===== config.mk =====
export PLATFORM = sky130hd
export DESIGN_NAME = top_level
export DESIGN_NICKNAME = d
export VERILOG_FILES = /design/src/rtl/top_level_pkg.sv /design/src/rtl/top_level_alu.sv /design/src/rtl/top_level.sv
export SDC_FILE = /design/constraint.sdc
export NUM_CORES = 2
export LEC_CHECK = 0
export CORE_UTILIZATION = 45
export DETAILED_ROUTE_END_ITERATION = 16
export SYNTH_ARGS = -nofsm -noshare
export SYNTH_HDL_FRONTEND = slang
export SYNTH_HIERARCHICAL = 1
export SYNTH_SLANG_ARGS = --single-unit

===== constraint.sdc =====
create_clock -name clk -period 27.1 [get_ports clk]
set_input_delay 4.065 -clock clk [delete_from_list [all_inputs] [get_ports clk]]
set_output_delay 4.065 -clock clk [all_outputs]
set_load 0.01 [all_outputs]

===== src/rtl/top_level_pkg.sv =====
// rtl/top_level_pkg.sv - shared constants, opcode/funct encodings and instruction ROM image
package top_level_pkg;

  localparam int XLEN = 32;

  localparam logic [5:0] OP_RTYPE = 6'h00;
  localparam logic [5:0] F_ADD    = 6'h20;
  localparam logic [5:0] F_SUB    = 6'h22;
  localparam logic [5:0] F_AND    = 6'h24;
  localparam logic [5:0] F_OR     = 6'h25;
  localparam logic [5:0] F_SLT    = 6'h2A;

  // Populated words at the bottom of the ROM; everything above reads as zero (NOP)
  localparam int ROM_LEN = 5;
  localparam logic [XLEN-1:0] ROM_INIT [ROM_LEN] = '{
    32'h0022_1820,  // add $3,$1,$2
    32'h00A1_2022,  // sub $4,$5,$1
    32'h00EC_3024,  // and $6,$7,$12
    32'h012A_4025,  // or  $8,$9,$10
    32'h0022_582A   // slt $11,$1,$2
  };

  function automatic logic [XLEN-1:0] rom_word(input int unsigned idx);
    case (idx)
      0:       return ROM_INIT[0];
      1:       return ROM_INIT[1];
      2:       return ROM_INIT[2];
      3:       return ROM_INIT[3];
      4:       return ROM_INIT[4];
      default: return '0;
    endcase
  endfunction

endpackage


===== src/rtl/top_level_alu.sv =====
// rtl/top_level_alu.sv - R-type ALU: add/sub/and/or/slt with a supported flag
module alu_rtype
  import top_level_pkg::*;
(
  input  logic [XLEN-1:0] a,
  input  logic [XLEN-1:0] b,
  input  logic [5:0]      funct,
  output logic [XLEN-1:0] result,
  output logic            supported
);

  // Decode funct into a result; unknown functs produce zero and no writeback
  always_comb begin
    result    = '0;
    supported = 1'b1;
    case (funct)
      F_ADD:   result = a + b;
      F_SUB:   result = a - b;
      F_AND:   result = a & b;
      F_OR:    result = a | b;
      F_SLT:   result = ($signed(a) < $signed(b)) ? {{(XLEN-1){1'b0}}, 1'b1} : '0;
      default: supported = 1'b0;
    endcase
  end

endmodule


===== src/rtl/top_level.sv =====
// rtl/top_level.sv - two-stage MIPS-style slice: PC + ROM fetch, IF/ID, R-type execute/writeback
module top_level
  import top_level_pkg::*;
#(
  parameter int          IMEM_WORDS = 64,
  parameter logic [31:0] RESET_PC   = 32'h0000_0000
) (
  input  logic            clk,
  input  logic            reset,
  input  logic            fetch_en1,
  input  logic            fetch_en2,
  output logic [XLEN-1:0] pc_current,
  output logic [XLEN-1:0] instruccion_fetch,
  output logic [XLEN-1:0] instruccion_decode,
  output logic [XLEN-1:0] data_out_final
);

  localparam int IDX_W = $clog2(IMEM_WORDS);

  logic [IDX_W-1:0] rom_idx;
  logic [5:0]       opcode;
  logic [4:0]       rs;
  logic [4:0]       rt;
  logic [4:0]       rd;
  logic [5:0]       funct;
  logic [XLEN-1:0]  regs [32];
  logic [XLEN-1:0]  rs_val;
  logic [XLEN-1:0]  rt_val;
  logic [XLEN-1:0]  alu_result;
  logic             alu_supported;
  logic             exec_ok;
  logic [XLEN-1:0]  exec_result;
  logic             unused_bits;

  // Word index wraps naturally by taking only the low index bits above the byte offset
  assign rom_idx           = pc_current[IDX_W+1:2];
  assign instruccion_fetch = rom_word(32'(rom_idx));

  assign opcode = instruccion_decode[31:26];
  assign rs     = instruccion_decode[25:21];
  assign rt     = instruccion_decode[20:16];
  assign rd     = instruccion_decode[15:11];
  assign funct  = instruccion_decode[5:0];

  // Byte offset, PC bits above the ROM span and shamt play no part in this slice
  assign unused_bits = ^{pc_current[XLEN-1:IDX_W+2], pc_current[1:0], instruccion_decode[10:6]};

  assign rs_val = (rs == 5'd0) ? '0 : regs[rs];
  assign rt_val = (rt == 5'd0) ? '0 : regs[rt];

  alu_rtype u_alu (
    .a         (rs_val),
    .b         (rt_val),
    .funct     (funct),
    .result    (alu_result),
    .supported (alu_supported)
  );

  assign exec_ok     = alu_supported && (opcode == OP_RTYPE);
  assign exec_result = exec_ok ? alu_result : '0;

  // Program counter: advance one word per fetch_en1 edge, 32-bit wrap
  always_ff @(posedge clk or posedge reset) begin
    if (reset) begin
      pc_current <= RESET_PC;
    end else if (fetch_en1) begin
      pc_current <= pc_current + 32'd4;
    end
  end

  // IF/ID register and registered ALU result share the fetch_en2 enable
  always_ff @(posedge clk or posedge reset) begin
    if (reset) begin
      instruccion_decode <= '0;
      data_out_final     <= '0;
    end else if (fetch_en2) begin
      instruccion_decode <= instruccion_fetch;
      data_out_final     <= exec_result;
    end
  end

  // Register file writeback; same edge as IF/ID reload so the next instruction sees it
  always_ff @(posedge clk or posedge reset) begin
    if (reset) begin
      for (int i = 0; i < 32; i++) begin
        regs[i] <= XLEN'(i);
      end
    end else if (fetch_en2 && exec_ok && (rd != 5'd0)) begin
      regs[rd] <= exec_result;
    end
  end

endmodule


* Word level (Yosys, flattened, before mapping)
Index checks and enable logic that the tools add are counted.
** Operators by class
- Mux-type cells :: 16
- $add $sub $neg :: 3
- Bitwise operators :: 5
- Reduce and logical (&&, ||, !) cells :: 10
- Equal/unequal tests :: 9
- $lt $le $gt $ge :: 5
** Operator list (count)
- $bwmux W1024 :: 1
- $bmux W32 S5 :: 2
- $mux W32 :: 8
- $demux W32 S5 :: 1
- $pmux W32 S5 :: 1
- $pmux W25 S5 :: 1
- $add A32 B3 Y32 const B :: 1
- $add A32 B32 Y32 :: 1
- $and A32 B32 Y32 :: 1
- $lt A32 B32 Y1 :: 1
- $or A32 B32 Y32 :: 1
- $sub A32 B32 Y32 :: 1
- $eq A6 B6 Y1 const B :: 5
- $ge A6 B6 Y1 const B :: 3
- $not A5 Y6 :: 3
- $eq A6 B2 Y1 const B :: 2
- $logic_not A6 Y1 :: 2
- $logic_not A5 Y1 :: 2
- $eq A6 B1 Y1 const B :: 1
- $eq A6 B3 Y1 const B :: 1
- $lt A6 B1 Y1 const B :: 1
- $reduce_bool A5 Y1 :: 1
- $reduce_or A5 Y1 :: 1
- $logic_and A1 B1 Y1 :: 4
- $mux W1 :: 2
** Word-level totals
- Output and inout port bits :: 128
- Bits in registers :: 1120

* Logic depth before layout (Yosys ltp)
- Word-level depth :: 10
- Gate-level depth with buffers :: 23

* Hierarchy
Netlist, hierarchy kept.
** Modules (own cells, without submodules)
- top_level :: area an instance 29713.5 µm², instances 1, cells an instance 2777
- alu_rtype :: area an instance 4682.0 µm², instances 1, cells an instance 711

* Least setup slack after synthesis
Ideal clock, no wire load.
- Path type :: register to output
- Start point :: register pc_current[6]
- End point :: output instruccion_fetch[19]
- Data arrival time :: 1538 ps
- Data required time :: 23035 ps
- Setup slack :: 21497 ps
- Cell stages (with the launch flop) :: 7
- Buffers on the path :: 3
- Path through :: dfrtp_1 > clkbuf_1 > or3_1 > clkbuf_1 > nor2_1 > o21a_1 > buf_4
** Between the ends
- Cells in the longest elaborated chain, start to end :: 2
- Elaborated cells between the ends (all ways) :: 6
** RTL lines
- start, declared :: line top_level.sv:12 : output logic [XLEN-1:0] pc_current,
- start signal, assigned :: line top_level.sv:67 : pc_current <= pc_current + 32'd4;
- $eq A6 B3 Y1, or another cell as far along :: line top_level_pkg.sv:24 : case (idx)
- $pmux W25 S5 * :: line top_level_pkg.sv:24
- end, declared :: line top_level.sv:13 : output logic [XLEN-1:0] instruccion_fetch,
Mark *: on every way between the ends. The rest lies on a longest branch, timed or not.

==> results.toml <==
[floorplan]
core_mm2 = 0.07582
fp.dieW_um = 278.5
die_area_mm2 = 0.07754
fp-row-count = 101
dieHeight_um = 278.5
io_pins = 132
start_util_pct = 45.36

[power]
leakagePower_nw = 14.86
cellPowerDensity_mw_per_mm2 = 66.97
vdd_drop_max_v = 0.00005060

[cells_and_area]
final_common_cell = "o21ai_0"
fill_cells = 7020
layout_common_cells = "o21ai_0 (605), nand2_1 (595), dfrtp_1 (545)"
drive_gt1_share_pct = 13.12
syn2layout_area_growth_pct = 9.563
fin_cells = 4400
nets = 3482

[clock_tree]
cts.clk_slew.worst_paths_ns = 0.06
root_buffer = "clkbuf_16"
cts_max_level = 3
cts_made_buffers = 66
cts_resized = 0
hold_buffers = 0
cts_sinks = 585
cts_max_path_buffers = 3
tritoncts = "yes"
worstSkewPairLatency_ns = 0.62
post_cts.repair.setup_buffers = 0

[global_routing]
grt_first_pass_wirelength_um = 157200
antenna_found_initial = 1
grt_pass1_vias = 25300
grtUsageTotal_pct = 26.49
overflow = 0
grt_max_degree = 130

[sta]
worst_pin_slew_ns = 1.049
slew_viol_final = 0
fmax_mhz = 124.5
rsz0062_at_grt = "false"
setup_viol = 0
layout_min_cycle_time_ns = 8.030
fin_hold_ws_ns = 0.3722
fin_ws_ns = 19.07
hold_viol_final = 0
final.setup_skew_ns = 0.02856
relSlewSlack_pct = 29.32
setup-tns-final_ns = 0
fin_crit_sh_pct = 29.63

[place]
preCtsSetupSlack_ns = 19.00
dp_cells = 4279
detailed_place_hpwl_um = 64530
place_congestion = 0.9754
io_buffer_count = 99

[route]
dr.pass1.iters = 7
routedWlPerCell_um = 23.20
vias = 26040
routed_wirelength_um = 102100
antenna_left = 0
drtIter0Drc = 2165
drc = 0
vias_per_cell = 5.919

[logic_synthesis]
synthCells = 3488
synthFlopType = "dfrtp_1"
yosys_warnings = 6
ys_types = 84
synth_edf_count = 0
synth.cell_area_mm2 = 0.03440
postSynthRegisterBits = 585
synthArstFlopShare_pct = 100.0
ys_seq_area_share_pct = 42.68
syn_avg_cell_area_um2 = 9.861

[setup_path]
cp_slowest_stage_delay_ns = 0.89
cpMostUsedCell = "buf_4"
crit_path_start_kind = "flip-flop"
worstPathCellList = "buf_4 -> buf_4 -> buf_4 -> clkdlybuf4s50_1"
worst_ep_arrival_time_ns = 3.96
cp_top_family = "buffers and inverters"
critPathKind = "reg -> out"
end_kind = "output pin"
reg2reg_depth = 17
crit_slowest_cell = "dfrtp_4"
worstPathMaxFanout = 50
cp.required_ns = 23.03
path_depth = 4
crit_buf_inv = 4

[worst_hold_path]
min-delay-path-class = "reg -> reg"
hold_path_depth = 0

[status]
status = "completed"

[flow_run]
cap_violations = 0
==> logic make-up (layout without fill, tap and decap cells) <==
group / Yosys count / count (layout) / synth area share [%]
buffers and inverters: 507 / 408 / 6.781
xor gates and xnor gates: 53 / 53 / 1.350
and+or+nand+nor: 886 / 886 / 11.07
adders and majority gates: 109 / 109 / 4.009
other: 1 / 34 / 0.01090
AOI/OAI and AO/OA: 947 / 947 / 15.82
DFF: 585 / 585 / 42.68
muxes: 400 / 400 / 18.28
==> power by group <==
group / total (mW) / internal [mW] / switching [mW]
Combinational: 0.615 / 0.237 / 0.377
Sequential: 0.962 / 0.887 / 0.0742
Clock: 0.947 / 0.567 / 0.381
Total: 2.52 / 1.69 / 0.832
==> worst paths after layout <==
check / to / slack [ns] / startpoint
min in group asynchronous: regs[824] / 4.03 / reset
setup reg to reg: regs[889] / 19.77 / instruccion_decode[22]
hold / removal: regs[1019] / 0.37 / regs[1019]
setup / recovery: instruccion_decode[18] / 19.07 / instruccion_decode[22]
max in group asynchronous: instruccion_decode[22] / 19.83 / reset
hold reg to reg: regs[1019] / 0.37 / regs[1019]
==> stage by stage <==
step / power [mW] / util, % / cell area [um^2]
6_report: 2.524 / 49.70 / 37680
5_1_grt: 2.610 / 49.70 / 37680
4_1_cts: 2.542 / 49.70 / 37680
3_5_place_dp: 1.591 / 46.69 / 35400
3_3_place_gp: 1.589 / 46.69 / 35400
2_1_floorplan: 1.395 / - / 34520
==> registers in the layout, indices dropped and copies added, names as in the netlist <==
signal	count
instruccion_decode	12
regs	511
data_out_final	32
pc_current	30
==> final cells by class <==
class	instances	area, um^2	share of cell area [%]
antenna	1	2.502	0.006640
clock buffer	95	1934	5.133
clock inverter	25	347.8	0.9230
inverter	135	514.2	1.365
multi-input combinational	2428	17550	46.58
sequential	585	14700	39.02
tap	978	1224	3.247
timing repair buffer	153	1404	3.725
==> metal layers <==
| layer | GRT usage (%) | vias up | part of all wire (%) |
|---|---|---|---|
| met5 | 0 | - | 0.013 |
| met4 | 7.622 | 2 | 2.3 |
| met3 | 4.122 | 156 | 6.0 |
| met2 | 42.18 | 807 | 47 |
| met1 | 37.45 | 13020 | 45 |
| li1 | - | 12060 | - |
==> synthesized netlist by cell type (66+ instances only) <==
| master | count | share of area, % |
|---|---|---|
| clkbuf_1 | 206 | 2.2 |
| ha_1 | 107 | 3.9 |
| mux2i_1 | 178 | 5.2 |
| nor2_1 | 90 | 0.98 |
| mux4_2 | 170 | 11 |
| dfrtp_1 | 553 | 40 |
| buf_2 | 81 | 1.2 |
| buf_4 | 66 | 1.4 |
| nand2_1 | 595 | 6.5 |
| inv_1 | 132 | 1.4 |
| o21ai_0 | 605 | 8.8 |
| a21oi_1 | 74 | 1.1 |
Note: power is estimated with default switching activity, not from simulation.
